==> src/rtl/fib_pkg.sv <==
// Shared widths and state encodings for the fibonacci request scheduler and generator.
package fib_pkg;
    localparam int FIB_WIDTH  = 14;
    localparam int ITER_WIDTH = 7;

    typedef enum logic [1:0] {IDLE, ISSUE, WAIT, RESPOND} sched_state_t;
    typedef enum logic [1:0] {GEN_IDLE, GEN_RUN, GEN_DONE} gen_state_t;
endpackage

==> src/rtl/fib_rr_picker.sv <==
// Combinational round-robin search: first asserted request at or above rr_ptr, wrapping.
module fib_rr_picker #(
    parameter int N_REQ = 4,
    parameter int IDX_W = $clog2(N_REQ)
) (
    input  logic [N_REQ-1:0] req,
    input  logic [IDX_W-1:0] rr_ptr,
    output logic             any_valid,
    output logic [IDX_W-1:0] winner
);
    logic [IDX_W-1:0] cand [N_REQ];
    logic [N_REQ-1:0] hit;

    // cand[gi] is the requester visited at search offset gi from rr_ptr
    for (genvar gi = 0; gi < N_REQ; gi++) begin : g_cand
        logic [IDX_W:0] sum;
        assign sum       = (IDX_W+1)'(rr_ptr) + (IDX_W+1)'(gi);
        assign cand[gi]  = (sum >= (IDX_W+1)'(N_REQ)) ? IDX_W'(sum - (IDX_W+1)'(N_REQ))
                                                       : IDX_W'(sum);
        assign hit[gi]   = req[cand[gi]];
    end

    always_comb begin
        any_valid = |req;
        winner    = '0;
        for (int i = N_REQ - 1; i >= 0; i--) begin
            if (hit[i]) begin
                winner = cand[i];
            end
        end
    end
endmodule

==> src/rtl/fib_request_scheduler.sv <==
// Round-robin sharing of one fibonacci generator between N_REQ requesters, with a watchdog.
module fib_request_scheduler
    import fib_pkg::*;
#(
    parameter int N_REQ          = 4,
    parameter int TIMEOUT_CYCLES = 255
) (
    input  logic                        clk_i,
    input  logic                        reset_i,
    input  logic [N_REQ-1:0]            req_i,
    input  logic [N_REQ*ITER_WIDTH-1:0] req_iterations_i,
    output logic [N_REQ-1:0]            ack_o,
    output logic [FIB_WIDTH-1:0]        result_o,
    output logic                        overflow_o,
    output logic                        timeout_o,
    output logic                        busy_o,
    output logic                        gen_start_o,
    output logic [ITER_WIDTH-1:0]       gen_iterations_o,
    input  logic                        gen_ready_i,
    input  logic                        gen_done_i,
    input  logic                        gen_overflow_i,
    input  logic [FIB_WIDTH-1:0]        gen_fibonacci_i
);
    localparam int IDX_W = $clog2(N_REQ);
    localparam int TMR_W = $clog2(TIMEOUT_CYCLES);

    sched_state_t           state_reg, state_next;
    logic [IDX_W-1:0]       rr_ptr_reg;
    logic [IDX_W-1:0]       grant_idx_reg;
    logic [ITER_WIDTH-1:0]  iter_reg;
    logic [TMR_W-1:0]       timer_reg;
    logic [FIB_WIDTH-1:0]   result_reg;
    logic                   overflow_reg;
    logic                   timeout_reg;

    logic                   any_valid;
    logic [IDX_W-1:0]       winner;
    logic [ITER_WIDTH-1:0]  iter_arr [N_REQ];
    logic                   grant;
    logic                   timer_expired;
    logic [IDX_W:0]         ptr_inc;
    logic [IDX_W-1:0]       ptr_next;

    fib_rr_picker #(.N_REQ(N_REQ), .IDX_W(IDX_W)) u_picker (
        .req       (req_i),
        .rr_ptr    (rr_ptr_reg),
        .any_valid (any_valid),
        .winner    (winner)
    );

    for (genvar gi = 0; gi < N_REQ; gi++) begin : g_req
        assign iter_arr[gi] = req_iterations_i[gi*ITER_WIDTH +: ITER_WIDTH];
        assign ack_o[gi]    = (state_reg == RESPOND) && (grant_idx_reg == IDX_W'(gi));
    end

    assign grant         = any_valid && gen_ready_i;
    assign timer_expired = (timer_reg == TMR_W'(TIMEOUT_CYCLES - 1));
    assign ptr_inc       = {1'b0, grant_idx_reg} + 1'b1;
    assign ptr_next      = (ptr_inc == (IDX_W+1)'(N_REQ)) ? '0 : ptr_inc[IDX_W-1:0];

    always_comb begin
        state_next = state_reg;
        case (state_reg)
            IDLE:    if (grant) state_next = ISSUE;
            ISSUE:   state_next = WAIT;
            WAIT:    if (gen_done_i || timer_expired) state_next = RESPOND;
            RESPOND: state_next = IDLE;
            default: state_next = IDLE;
        endcase
    end

    always_ff @(posedge clk_i) begin
        if (reset_i) begin
            state_reg     <= IDLE;
            rr_ptr_reg    <= '0;
            grant_idx_reg <= '0;
            iter_reg      <= '0;
            timer_reg     <= '0;
            result_reg    <= '0;
            overflow_reg  <= 1'b0;
            timeout_reg   <= 1'b0;
        end else begin
            state_reg <= state_next;
            case (state_reg)
                IDLE: begin
                    if (grant) begin
                        grant_idx_reg <= winner;
                        iter_reg      <= iter_arr[winner];
                    end
                end
                ISSUE: timer_reg <= '0;
                WAIT: begin
                    timer_reg <= timer_reg + 1'b1;
                    // a completion on the last allowed cycle still counts as a result
                    if (gen_done_i) begin
                        result_reg   <= gen_fibonacci_i;
                        overflow_reg <= gen_overflow_i;
                        timeout_reg  <= 1'b0;
                    end else if (timer_expired) begin
                        result_reg   <= '0;
                        overflow_reg <= 1'b0;
                        timeout_reg  <= 1'b1;
                    end
                end
                RESPOND: rr_ptr_reg <= ptr_next;
                default: ;
            endcase
        end
    end

    assign result_o         = result_reg;
    assign overflow_o       = overflow_reg;
    assign timeout_o        = timeout_reg;
    assign busy_o           = (state_reg != IDLE);
    assign gen_start_o      = (state_reg == ISSUE);
    assign gen_iterations_o = iter_reg;
endmodule

==> config.mk <==
export PLATFORM = sky130hd
export DESIGN_NAME = fib_request_scheduler
export DESIGN_NICKNAME = d
export VERILOG_FILES = /design/src/rtl/fib_pkg.sv /design/src/rtl/fib_rr_picker.sv /design/src/rtl/fib_request_scheduler.sv
export SDC_FILE = /design/constraint.sdc
export NUM_CORES = 1
export LEC_CHECK = 0
export ABC_AREA = 1
export CAP_MARGIN = 20
export CORE_ASPECT_RATIO = 1.1
export CORE_MARGIN = 2
export CORE_UTILIZATION = 45
export CTS_BUF_LIST = sky130_fd_sc_hd__clkbuf_16
export CTS_CLUSTER_DIAMETER = 200
export DETAILED_ROUTE_END_ITERATION = 6
export HOLD_SLACK_MARGIN = 0.05
export PLACE_DENSITY = 0.81
export SLEW_MARGIN = 5
export SYNTH_ARGS = -nofsm -noshare
export SYNTH_HDL_FRONTEND = slang
export SYNTH_SLANG_ARGS = --single-unit
==> constraint.sdc <==
create_clock -name clk_i -period 2.4 [get_ports clk_i]
set_input_delay 0.48 -clock clk_i [delete_from_list [all_inputs] [get_ports clk_i]]
set_output_delay 0.48 -clock clk_i [all_outputs]
set_load 0.05 [all_outputs]
## Yosys cells after proc, flatten, opt, wreduce, memory -nomap -nowiden

Cells that the tools add are included.

| cells by class | value |
|---|---|
| magnitude comparators | 9 |
| multiplexer cells | 30 |
| eq/ne operators | 10 |
| $mul | 0 |
| add/subtract/negate cells | 9 |
| bitwise logic cells | 1 |
| shifts and indexed selects | 0 |
| reductions and logical operators | 15 |
| divide/modulo/power cells | 0 |

Operator list:

| cell | count |
|---|---|
| $mux 14 | 2 |
| $mux 2 | 11 |
| $pmux 8 s2 | 1 |
| $bmux 7 s2 | 1 |
| $mux 7 | 2 |
| $ge 3x3->1 const B | 4 |
| $lt 2x3->1 const B | 4 |
| $add 8x1->8 const B | 1 |
| $bmux 1 s2 | 4 |
| $eq 2x2->1 const B | 4 |
| $eq 8x8->1 const B | 1 |
| $mux 1 | 8 |
| $pmux 2 s4 | 1 |
| $sub 2x1->2 const B | 4 |
| $add 2x1->3 const B | 2 |
| $add 2x2->3 const B | 2 |
| $reduce_and 2->1 | 3 |
| $reduce_bool 2->1 | 3 |
| $logic_and 1x1->1 | 5 |
| $eq 2x1->1 const B | 2 |
| $logic_not 2->1 | 2 |
| $ne 2x2->1 const B | 2 |
| $reduce_or 4->1 | 1 |
| $eq 3x3->1 const B | 1 |
| other kinds (3) | 3 |

| word-level totals | value |
|---|---|
| flip-flop bits (word level) | 37 |
| bits in latches | 0 |
| word-level logic and storage cells | 82 |
| input bits | 51 |
| bits in writable memories | 0 |
| output and inout bits | 29 |
| bits in read-only memories | 0 |
| memories | 0 |

## Longest topological paths before layout

| logic depth | value |
|---|---|
| depth in word-level cells | 13 |
| depth in mapped cells | 15 |
| gate-level depth less buffers | 13 |

## By module

A second synthesis with hierarchy kept.

| second synthesis, totals | value |
|---|---|
| cells, all modules | 307 |
| area, all modules | 2016.9 µm² |

Modules (own cells, without submodules):

| module | instances | cells an instance | area each (µm²) | sequential area each (µm²) |
|---|---|---|---|---|
| fib_request_scheduler | 1 | 261 | 1828.0 | 740.7 |
| fib_rr_picker | 1 | 46 | 188.9 | 0.0 |

## Least setup slack after synthesis

OpenSTA, ideal clock, no wires.

| timing | value |
|---|---|
| kind | register to register |
| start point | register state_reg[0] |
| end point | register iter_reg[0], in the netlist gen_iterations_o[0] |
| clock period less this slack | 1697 ps |
| library setup time | 109 ps |
| arrival time | 1588 ps |
| path slack | 703 ps |
| data required time | 2291 ps |
| stages on the path, launching flop included | 9 |
| buffers on the path | 1 |
| cells stage by stage | dfxtp_1 inv_1 ha_1 inv_1 nor2_1 buf_2 nand3_1 nand2_1 inv_1 |

| on the way | value |
|---|---|
| longest elaborated chain between the ends | 2 |

Ends and longest elaborated chain:

| what | line | source |
|---|---|---|
| start, declared | fib_request_scheduler.sv:27 | `sched_state_t state_reg, state_next;` |
| start signal, assigned | fib_request_scheduler.sv:83 | `state_reg <= state_next;` |
| $logic_not 2->1 | fib_request_scheduler.sv:84 | `case (state_reg)` |
| $reduce_and 2->1 (no source line) | - |  |
| end signal, assigned | fib_request_scheduler.sv:88 | `iter_reg <= iter_arr[winner];` |
| end, declared | fib_request_scheduler.sv:30 | `logic [ITER_WIDTH-1:0] iter_reg;` |

Every way passes these cells.
A chain may end at the register's enable or synchronous reset.

## Worst setup path in the final report

| timing | value |
|---|---|
| start point | register state_reg[1] |
| end point | output port gen_start_o |

| on the way | value |
|---|---|
| longest elaborated chain between the ends | 1 |

Ends and longest elaborated chain:

| what | line | source |
|---|---|---|
| $eq 2x1->1 | fib_request_scheduler.sv:115 | `assign gen_start_o = (state_reg == ISSUE);` |
| end, declared | fib_request_scheduler.sv:17 | `output logic gen_start_o,` |

Every way passes these cells.

==> reports/results.tsv <==
stage	metric	value	unit
floorplan	Die H	77.0	µm
final_layout	non-filler cells in the finished layout	450	
sta	Fin. Hold Viols	0	
grt	initial antenna violation count	0	
pwr	switching power share of the total	39.1	%
yosys	Avg Cell Area, Syn	6.91	µm²
pwr	P_leak	1.50	nW
outcome	status	finished clean	
yosys	Cell Area, Synth	0.00218	mm²
detailed_routing	final WL	4990	µm
pwr	sequential power share	27.2	%
place	# port buffers	79	
yosys	post-synthesis sequential area ratio	33.9	%
grt	GRT Util Overall	19.3	%
pwr	switching power	1.15	mW
final_layout	Design Area, Final	0.00317	mm²
sta	Worst Tran Pin Value	0.523	ns
pwr	Peak VDD IR	0.473	mV
grt	total global routing overflow	0	
grt	number of global-route vias before repair	2126	
sta	slew margin rel.	65.1	%
detailed_routing	Vias	2151	
final_layout	Final #Nets	454	
final_layout	FILL cells	402	
final_layout	diode count	0	
clock_network	Skew-Pair Late Insertion Delay	0.28	ns
sta	setup TNS	0	ns
clock_network	CTS H-tree lvls	2	
clock_network	post_cts resized	0	
final_layout	register area	741	µm²
detailed_routing	1st-pass router iterations	4	
pwr	internal power	1.79	mW
floorplan	die area	0.00542	mm²
floorplan	core area	0.00465	mm²
place	Final Wtd Congestion	0.871	
floorplan	I/O pin count	80	
clock_network	CTS clock-pin slew for the worst setup and hold paths	0.06	ns
setup_path	crit end category	output port	
detailed_routing	DR vias/cell	4.78	
detailed_routing	drt drc	0	
final_layout	fraction of layout cells with a size suffix above 1	9.39	%
place	Post-DP Area	0.00297	mm²
setup_path	CP arrival	1.64	ns
floorplan	Starting Density	46.9	%
floorplan	row cnt	26	
worst_hold_path	Hold Path Class	reg -> reg	
sta	RSZ-0062 raised after global routing	false	
clock_network	Root Driver	clkbuf_16	
sta	post-route minimum period	2.12	ns
sta	final setup vio count	0	
clock_network	clock sinks	37	
final_layout	multi-input logic area	0.00112	mm²
grt	largest net degree at the start of global routing	21	
sta	final worst slack	0.278	ns
sta	Fin Clk Skew	0.00648	ns
detailed_routing	drt wl/cell	11.1	µm
setup_path	crit path launch type	flop	
clock_network	postcts setup bufs	0	
sta	Slew Limit Fails	0	
sta	final period utilization	88.4	%
yosys	Synth Warn #	0	
setup_path	CP required	1.92	ns
job	maxcap violations	0	
sta	Fmax	471	MHz
floorplan	Die Span X	70.4	µm
place	dpl ws	0.107	ns
final_layout	area grow syn2layout	45.1	%
clock_network	CTS tree	built	
detailed_routing	post-route ant nets	0	
yosys	Post-Syn Nets	377	
clock_network	clock buffer depth	2	
clock_network	CTS buffer count	5	
final_layout	max FFs per register	14	
yosys	Yosys cell types	32	
place	placed cell count	442	
clock_network	hold_buf cts	0	
yosys	Post-Synthesis Cells	316	
setup_path	critical path type	reg -> out	
place	DPL Wire Length	3820	µm
pwr	Combinational Power Share	44.1	%
setup_path	reg2reg setup slack	0.47	ns
yosys	number of synthesized register bits	37	
setup_path	Crit Path Max Fanout	3	
grt	first-pass GRT wire length	8810	µm
pwr	Clock power frac	28.8	%
detailed_routing	initial DRC count	97	
pwr	Pwr per Cell Area	929	mW/mm²
[cell families after synthesis]
group / count (synthesis) / synth area share, %
compound gates: 48 / 12.8
xor+xnor: 2 / 0.803
buf+inv: 75 / 14.9
flops: 37 / 33.9
fa+ha+maj: 10 / 5.73
simple gates: 144 / 31.9
[power by group through the flow]
stage / Sequential, mW / Combinational, mW / Clock, mW
6_report: 0.799 / 1.30 / 0.847
3_3_place_gp: 0.807 / 1.28 / 0
3_5_place_dp: 0.812 / 1.30 / 0
5_1_grt: 0.813 / 1.43 / 0.891
2_1_floorplan: 1.03 / 0.737 / 0
4_1_cts: 0.799 / 1.30 / 0.862
[metrics by stage]
step | hold WS, ns | power (mW) | util, %
detailed placement | 0.453 | 2.11 | 63.9
global route | 0.488 | 3.13 | 68.1
global placement | 0.446 | 2.09 | 63.9
CTS | 0.461 | 2.97 | 68.0
finish | 0.459 | 2.94 | 68.1
floorplan | 0.476 | 1.77 | -
[cells in the mapped netlist]
cell      count  area, µm²
a211oi_1      2       15.0
a21oi_1      26        130
a221oi_1      1       8.76
and2_4        1       8.76
and3_1        1       6.26
buf_12        1       20.0
buf_2         1       5.00
buf_4         2       15.0
buf_6         2       22.5
clkbuf_1      6       22.5
dfxtp_1      37        741
ha_1         10        125
inv_1        59        221
inv_2         3       11.3
inv_4         1       6.26
nand2_1      65        244
nand2_2      12       75.1
nand2_4       3       33.8
nand2b_1      1       6.26
nand3_1      45        225
nand3_4       2       35.0
nand3b_1      1       7.51
nand4_1       1       6.26
nor2_1       10       37.5
nor3_1        2       10.0
o211a_1       1       10.0
o21a_1        9       67.6
o21ai_0       4       20.0
o21ai_1       4       20.0
o31ai_1       1       7.51
xnor2_1       1       8.76
xor2_1        1       8.76
[layout make-up]
cell class	count	share of cell area [%]
multi-input cells	204	35.3
repair buffers	82	25.4
flip-flops and latches	37	23.4
inverters	63	7.55
clock buffers	5	3.95
well taps	56	2.21
clock inverters	3	2.17
[cells in the final DEF (no fill, tap or decap), drive strengths merged, types with 2 or more instances in the layout]
| cell type | count |
|---|---|
| buf | 7 |
| ha | 10 |
| bufinv | 2 |
| nor3 | 2 |
| nor2 | 10 |
| clkbuf | 5 |
| a21oi | 26 |
| inv | 64 |
| dfxtp | 37 |
| a211oi | 2 |
| o21ai | 8 |
| o21a | 9 |
| nand3 | 47 |
| nand2 | 80 |
| clkdlybuf4s50 | 74 |
[layer usage]
metal,track usage (%),routed length [µm],vias to the layer above
met2,33.8,2270,72
met1,22.3,2260,928
met3,6.31,427,4
li1,-,-,1147
met5,0,0,-
met4,5.58,26,0
[worst paths after layout]
path | from | endpoint | cells after the start
max | state_reg[1] | gen_start_o | 3
max reg2reg | rr_ptr_reg[0] | gen_iterations_o[3] | 13
min | result_o[5] | result_o[5] | 2
min reg2reg | result_o[5] | result_o[5] | 2
[critical path: stages, from the launching register on]
cell and delay, ns:
dfxtp_1 0.33, inv_1 0.10, ha_1 0.14, clkdlybuf4s50_1 0.79
Note: power is estimated with default switching activity, not from simulation.
